[src/rtl/fetch_pc_unit_pkg.sv]
// Shared CPU definitions for the fetch stage: state encoding, reset PC and word helpers.
package fetch_pc_unit_pkg;

    localparam int          INST_W           = 32;
    localparam logic [31:0] RESET_PC_DEFAULT = 32'h0000_3000;

    typedef enum logic [1:0] {
        FETCH = 2'd0,
        VALID = 2'd1,
        DRAIN = 2'd2
    } fetch_state_e;

    function automatic logic [31:0] word_align(input logic [31:0] addr);
        return {addr[31:2], 2'b00};
    endfunction

endpackage

[src/rtl/fetch_pc_unit_next_pc_sel.sv]
// Combinational next-PC selection for the consumed instruction: jr > jump > branch > sequential.
module next_pc_sel
    import fetch_pc_unit_pkg::*;
(
    input  logic [INST_W-1:0] inst_pc_i,
    input  logic              br_taken_i,
    input  logic [31:0]       br_addr_ex_i,
    input  logic              jump_i,
    input  logic [25:0]       jmp_index_i,
    input  logic              jr_i,
    input  logic [31:0]       jr_addr_i,
    output logic [31:0]       next_pc_o
);

    logic [31:0] seq_pc;
    logic [31:0] br_pc;
    logic [31:0] jmp_pc;

    // Word offset shifted into a byte offset; the top two offset bits fall off, sums wrap mod 2^32.
    assign seq_pc = inst_pc_i + 32'd4;
    assign br_pc  = seq_pc + {br_addr_ex_i[29:0], 2'b00};
    assign jmp_pc = {seq_pc[31:28], jmp_index_i, 2'b00};

    always_comb begin
        next_pc_o = seq_pc;
        if (jr_i) begin
            next_pc_o = jr_addr_i;
        end else if (jump_i) begin
            next_pc_o = jmp_pc;
        end else if (br_taken_i) begin
            next_pc_o = br_pc;
        end
    end

endmodule

[src/rtl/fetch_pc_unit.sv]
// PC register and instruction-fetch FSM (FETCH/VALID/DRAIN) with decode handshake.
// Optional misaligned-target reporting on addr_err when FETCH_ALIGN_CHECK_EN is defined.
module fetch_pc_unit
    import fetch_pc_unit_pkg::*;
#(
    parameter logic [31:0] RESET_PC = RESET_PC_DEFAULT
) (
    input  logic              clk,
    input  logic              rst,
    output logic              imem_req,
    output logic [31:0]       imem_addr,
    input  logic              imem_ready,
    input  logic [INST_W-1:0] imem_rdata,
    output logic              inst_valid,
    input  logic              inst_ready,
    output logic [INST_W-1:0] inst,
    output logic [31:0]       inst_pc,
    input  logic              br_taken,
    input  logic [31:0]       br_addr_ex,
    input  logic              jump,
    input  logic [25:0]       jmp_index,
    input  logic              jr,
    input  logic [31:0]       jr_addr,
    input  logic              flush,
    input  logic [31:0]       flush_pc,
    output logic              addr_err
);

    fetch_state_e      state_q;
    logic [31:0]       pc_q;
    logic [31:0]       drain_addr_q;
    logic [INST_W-1:0] inst_q;
    logic [31:0]       inst_pc_q;
    logic              inst_valid_q;
    logic              addr_err_q;

    logic [31:0] next_pc;
    logic [31:0] redirect_raw;
    logic [31:0] pc_d;
    logic        consume;
    logic        misaligned;

    next_pc_sel u_next_pc_sel (
        .inst_pc_i   (inst_pc_q),
        .br_taken_i  (br_taken),
        .br_addr_ex_i(br_addr_ex),
        .jump_i      (jump),
        .jmp_index_i (jmp_index),
        .jr_i        (jr),
        .jr_addr_i   (jr_addr),
        .next_pc_o   (next_pc)
    );

    assign consume      = (state_q == VALID) && inst_ready;
    assign redirect_raw = flush ? flush_pc : next_pc;
    assign pc_d         = word_align(redirect_raw);

`ifdef FETCH_ALIGN_CHECK_EN
    assign misaligned = (flush || consume) && (redirect_raw[1:0] != 2'b00);
`else
    assign misaligned = 1'b0;
`endif

    always_ff @(posedge clk or posedge rst) begin
        if (rst) begin
            state_q      <= FETCH;
            pc_q         <= RESET_PC;
            drain_addr_q <= RESET_PC;
            inst_q       <= '0;
            inst_pc_q    <= '0;
            inst_valid_q <= 1'b0;
            addr_err_q   <= 1'b0;
        end else begin
            if (misaligned) begin
                addr_err_q <= 1'b1;
            end
            unique case (state_q)
                FETCH: begin
                    if (flush) begin
                        pc_q <= pc_d;
                        // An unanswered request must still complete at the address it was issued with.
                        if (!imem_ready) begin
                            drain_addr_q <= pc_q;
                            state_q      <= DRAIN;
                        end
                    end else if (imem_ready) begin
                        inst_q       <= imem_rdata;
                        inst_pc_q    <= pc_q;
                        inst_valid_q <= 1'b1;
                        state_q      <= VALID;
                    end
                end
                VALID: begin
                    if (flush || consume) begin
                        pc_q         <= pc_d;
                        inst_valid_q <= 1'b0;
                        state_q      <= FETCH;
                    end
                end
                DRAIN: begin
                    if (flush) begin
                        pc_q <= pc_d;
                    end
                    if (imem_ready) begin
                        state_q <= FETCH;
                    end
                end
                default: begin
                    state_q <= FETCH;
                end
            endcase
        end
    end

    assign imem_req   = (state_q != VALID);
    assign imem_addr  = (state_q == DRAIN) ? drain_addr_q : pc_q;
    assign inst       = inst_q;
    assign inst_pc    = inst_pc_q;
    assign inst_valid = inst_valid_q;
    assign addr_err   = addr_err_q;

endmodule
[config.mk]
export PLATFORM = sky130hd
export DESIGN_NAME = fetch_pc_unit
export DESIGN_NICKNAME = d
export VERILOG_FILES = /design/src/rtl/fetch_pc_unit_pkg.sv /design/src/rtl/fetch_pc_unit_next_pc_sel.sv /design/src/rtl/fetch_pc_unit.sv
export SDC_FILE = /design/constraint.sdc
export NUM_CORES = 1
export LEC_CHECK = 0
export CAP_MARGIN = 20
export CORE_ASPECT_RATIO = 1.4
export CORE_MARGIN = 2
export CORE_UTILIZATION = 40
export DETAILED_ROUTE_END_ITERATION = 6
export GPL_TIMING_DRIVEN = 0
export MAX_ROUTING_LAYER = met4
export PLACE_DENSITY = 0.7
export SKIP_CTS_REPAIR_TIMING = 1
export SLEW_MARGIN = 15
export SYNTH_ARGS = -nofsm -noshare
export SYNTH_HDL_FRONTEND = slang
export SYNTH_HIERARCHICAL = 1
export SYNTH_SLANG_ARGS = --single-unit
[constraint.sdc]
create_clock -name clk -period 7.45 [get_ports clk]
set_clock_uncertainty 0.05 [all_clocks]
set_input_delay 1.1175 -clock clk [delete_from_list [all_inputs] [get_ports clk]]
set_output_delay 1.1175 -clock clk [all_outputs]
set_load 0.005 [all_outputs]
======== After elaboration in Yosys (flattened, before gate mapping) ========
Index checks and enable logic that the tools add are counted.
word-level totals
  bits of input ports ..................... 162
  output and inout bits ................... 99
  register bits after elaboration ......... 131
  word-level logic and storage cells ...... 49
operators by class
  mux-type cells .......................... 18
  reductions and logical operators ........ 11
  equality and inequality tests ........... 10
  add/subtract/negate cells ............... 2
  bitwise logic cells ..................... 2
operators with widths
  kind                   number
  $mux 32                7
  $pmux 32 s2            1
  $add 32x3->32 const B  1
  $add 32x32->32         1
  $mux 2                 5
  $reduce_and 3->1       3
  $reduce_and 4->1       2
  $ne 2x1->1 const B     3
  $ne 2x2->1 const B     3
  $ne 3x3->1 const B     2
  $pmux 2 s3             1
  $reduce_bool 2->1      2
  $mux 1                 3
  $eq 2x1->1 const B     1
  $eq 2x2->1 const B     1
  $logic_not 2->1        1
  $not 1->1              2
  $pmux 1 s2             1
  $reduce_or 2->1        1
  $logic_and 1x1->1      1
  $logic_or 1x1->1       1

======== Longest topological paths before layout ========
  depth after elaboration ................. 8
  gate-level depth with buffers ........... 17
  depth with buffers taken out ............ 16

======== By module ========
Netlist, hierarchy kept.
by module, submodules not included
  module         area each (sq um)  seq. area each (sq um)  times used  cells each
  fetch_pc_unit  5,554.1            3,133.0                 1           350
  next_pc_sel    3,263.1            0.0                     1           476

======== Least setup slack after synthesis ========
Ideal clock, no wire load.
  kind .................................... input-to-reg
  start point ............................. input port br_addr_ex[0]
  end point ............................... register pc_q[28]
  stages .................................. 12
  data arrival time ....................... 3.625 ns
  setup time .............................. 0.125 ns
  data required time ...................... 7.275 ns
  path buffers ............................ 0
  slack ................................... 3.650 ns
  path through ............................ ha_1 -> fa_1 -> a21oi_1 -> o211ai_2 -> a211oi_2 -> nor2_1 -> a21oi_2 -> o21ai_1 -> or4_1 -> o2111a_1 -> mux2_2 -> mux2_2
between the ends
  word-level cells in the longest chain between the ends .. 7
  elaborated cells on any way between the ends .. 8
  classes of those cells .................. add/sub (1); mux (7)
RTL lines
  item                               RTL line                                                        RTL
  start, declared                    fetch_pc_unit.sv:19                                             input logic [31:0] br_addr_ex,
  $add 32x32->32 *                   fetch_pc_unit_next_pc_sel.sv:21                                 assign br_pc = seq_pc + {br_addr_ex_i[29:0], 2'b00};
  $mux 32 *                          fetch_pc_unit_next_pc_sel.sv:30                                 end else if (br_taken_i) begin
  $mux 32 *                          fetch_pc_unit_next_pc_sel.sv:28                                 end else if (jump_i) begin
  $mux 32 *                          fetch_pc_unit_next_pc_sel.sv:26                                 if (jr_i) begin
  net next_pc[28]                    fetch_pc_unit.sv:37                                             logic [31:0] next_pc;
  $mux 32 *                          fetch_pc_unit.sv:55                                             assign redirect_raw = flush ? flush_pc : next_pc;
  $mux 32, on equally long branches  fetch_pc_unit.sv:79, fetch_pc_unit.sv:101, fetch_pc_unit.sv:94
  $pmux 32 s2 *                      fetch_pc_unit.sv:77                                             unique case (state_q)
  end signal, assigned               fetch_pc_unit.sv:80                                             pc_q <= pc_d;
  end signal, assigned               fetch_pc_unit.sv:95                                             pc_q <= pc_d;
  end signal, assigned               fetch_pc_unit.sv:102                                            pc_q <= pc_d;
  end, declared                      fetch_pc_unit.sv:30                                             logic [31:0] pc_q;
The timed path passes the listed nets; every way through them passes the cells marked *. The select of a mux whose other input is x is not followed.
A chain may end at the register's enable or synchronous reset.

======== Worst setup path after layout ========
  start point ............................. register inst_pc_q[2] (netlist: inst_pc[2])
  end point ............................... register pc_q[28]
between the ends
  word-level cells in the longest chain between the ends .. 8
  elaborated cells on any way between the ends .. 9
  classes of those cells .................. add/sub (2); mux (7)
RTL lines
  item                               RTL line                                                        RTL
  start, declared                    fetch_pc_unit.sv:33                                             logic [31:0] inst_pc_q;
  start signal, assigned             fetch_pc_unit.sv:88                                             inst_pc_q <= pc_q;
  $add 32x3->32 *                    fetch_pc_unit_next_pc_sel.sv:20                                 assign seq_pc = inst_pc_i + 32'd4;
  $add 32x32->32                     fetch_pc_unit_next_pc_sel.sv:21
  $mux 32                            fetch_pc_unit_next_pc_sel.sv:30
  $mux 32 *                          fetch_pc_unit_next_pc_sel.sv:28
  $mux 32 *                          fetch_pc_unit_next_pc_sel.sv:26
  net next_pc[28]                    fetch_pc_unit.sv:37
  $mux 32 *                          fetch_pc_unit.sv:55
  $mux 32, on equally long branches  fetch_pc_unit.sv:79, fetch_pc_unit.sv:101, fetch_pc_unit.sv:94
  $pmux 32 s2 *                      fetch_pc_unit.sv:77
Marked as above.

==> summary.txt <==
Synthesis
  • Post-synth design cell area: 8800 µm²
  • Avg Cell Area, Syn: 10.68 µm²
  • Syn. warnings: 6
  • Syn Inst Count: 824

Floorplan
  • Die ar.: 23220 µm²
  • Row count: 64
  • Starting Density: 40.55%
  • Die Ht: 179.5 µm
  • Num ports: 261
  • DIE WIDTH: 129.4 µm
  • Core ar.: 21700 µm²

Setup path
  • WP data required: 7.69 ns
  • Worst-path fanout max: 9
  • WS Path Type: flop to flop
  • Crit path DAT: 5.03 ns
  • CP startpoint kind: flop
  • CP endpoint kind: flop

Global route
  • Global-route wire length before repair: 42290 µm
  • Pin count of the biggest net entering global routing: 76
  • Initial antenna violation count: 1
  • Global route overflow: 0
  • Gr usage total: 24.55%
  • Vias in the first global route: 7608

Clocking
  • Reg clk slew, reported paths: 0.06 ns
  • CTS root buf: clkbuf_16
  • CTS tree: done
  • Clk sink count: 125
  • CTS Buf Count: 17
  • H-tree levels: 4
  • Clock Latency Late Sink: 0.41 ns
  • CTS Buffer Depth: 2

Route
  • Initial DRC count: 342
  • Remaining DRCs: 0
  • Vias: 7436
  • DR WL/cell: 19.80 µm
  • Final WL: 27820 µm
  • Vias per cell: 5.293
  • Drt pass-1 iters: 5
  • Antenna Nets Post-Route: 0

Power and ir drop
  • Leakage: 4.995 nW
  • PD cells: 324.0 nW/µm²
  • Peak supply drop: 0.0002010 V

Placement
  • Number of port buffers: 246
  • DPL Wire Length: 22610 µm
  • Routability cong.: 0.9067

Layout
  • Area Growth Syn to Fin: 39.57%
  • # fillers: 1868
  • Fin nets: 1294
  • Fraction of layout cells with a size suffix above 1: 24.39%

STA
  • Slew Limit Headroom: 44.49%
  • Sum Neg Setup Slack: 0 ns
  • # setup viols final: 0
  • Fmax: 0.2090 GHz
  • RSZ-0062 raised after global routing: no
  • Min Clock Period, post-route: 4.785 ns
  • Post-route clock period utilization: 64.23%
  • Hold_ws: 0.4332 ns
  • Slew @ Worst Pin: 0.8292 ns
  • Final slew viol count: 0
  • Number of hold violations in the final report: 0

Run status
  • Outcome: finished clean

Run
  • # Max-Cap Violations: 0

Hold path
  • HP Class: flop to flop
## power breakdown
part / switching (W) / internal (W)
logic: 0.000927 / 0.00107
clock network: 0.000305 / 0.000526
registers: 0.000237 / 0.000914
## cell usage in the layout (no fill, tap or decap), drive strengths merged, types with 6 or more instances in the layout
master           n
a21o            16
and4             6
o21ai           33
nor3            13
clkbuf          38
o22ai            9
mux2           184
mux2i            8
nand3           27
clkdlybuf4s50  246
o21a             6
inv             14
o211ai          13
nor2            44
ha              37
and3             6
dfrtp          121
clkinv          10
buf             29
a21oi           49
xor2            16
xnor2           33
nand4           15
nand2           55
## critical path: stages, from the launching register on
cell and delay, ns:
dfrtp_1 0.51, ha_1 0.23, nand3_1 0.21, nor3_1 0.43, and3_1 0.23, xor2_1 0.26, ha_1 0.28, clkbuf_1 0.21
nor2_1 0.16, o21bai_1 0.09, a211oi_2 0.32, nor2_1 0.14, a21oi_2 0.25, o21ai_1 0.14, or4_1 0.42, o2111a_1 0.18
mux2_2 0.28, mux2_2 0.27
## per-stage QoR
step                      setup WS [ns]  area [µm²]  power, W  util [%]  instances
after floorplan                   2.962        8815  0.002333         -        828
after global placement            1.020       11650  0.003114     53.68       1371
after global routing              2.423       12280  0.004228     56.60       1405
final                             2.665       12280  0.003980     56.60       1405
after detailed placement          2.718       11680  0.003138     53.83       1372
after CTS                         2.705       12280  0.003991     56.58       1404
## state kept, by name, summed over array words and instances, names as in the netlist
signal / flops
inst: 32
inst_pc: 30
state_q: 2
pc_q: 30
drain_addr_q: 30
inst_valid: 1
## per-layer routing
metal	GRT usage, %	up-vias	routed length (µm)
met1	28.06	3568	11340
met4	10.22	0	1029
met3	3.869	57	1252
li1	-	3565	-
met2	42.25	246	14200
met5	-	-	0
## area by class of cell
class / count / area [µm²] / share of cell area (%)
Multi-Input combinational cell: 640 / 5364 / 43.67
Sequential cell: 125 / 3133 / 25.51
Timing Repair Buffer: 247 / 2490 / 20.27
Clock buffer: 18 / 429.2 / 3.494
Tap cell: 297 / 371.6 / 3.026
Buffer: 48 / 261.5 / 2.129
Clock inverter: 14 / 168.9 / 1.375
Inverter: 15 / 61.31 / 0.4992
Antenna cell: 1 / 2.502 / 0.02037
## worst paths after layout
path	start	to	slack [ns]	depth (start not counted)
max	inst_pc[2]	pc_q[28]	2.67	17
min	drain_addr_q[2]	drain_addr_q[2]	0.43	1
max reg2reg	inst_pc[2]	pc_q[28]	2.67	17
min reg2reg	drain_addr_q[2]	drain_addr_q[2]	0.43	1
max in group asynchronous	rst	pc_q[12]	5.41	3
min in group asynchronous	rst	inst[17]	1.14	2
Power figures use the tool's default switching activity.
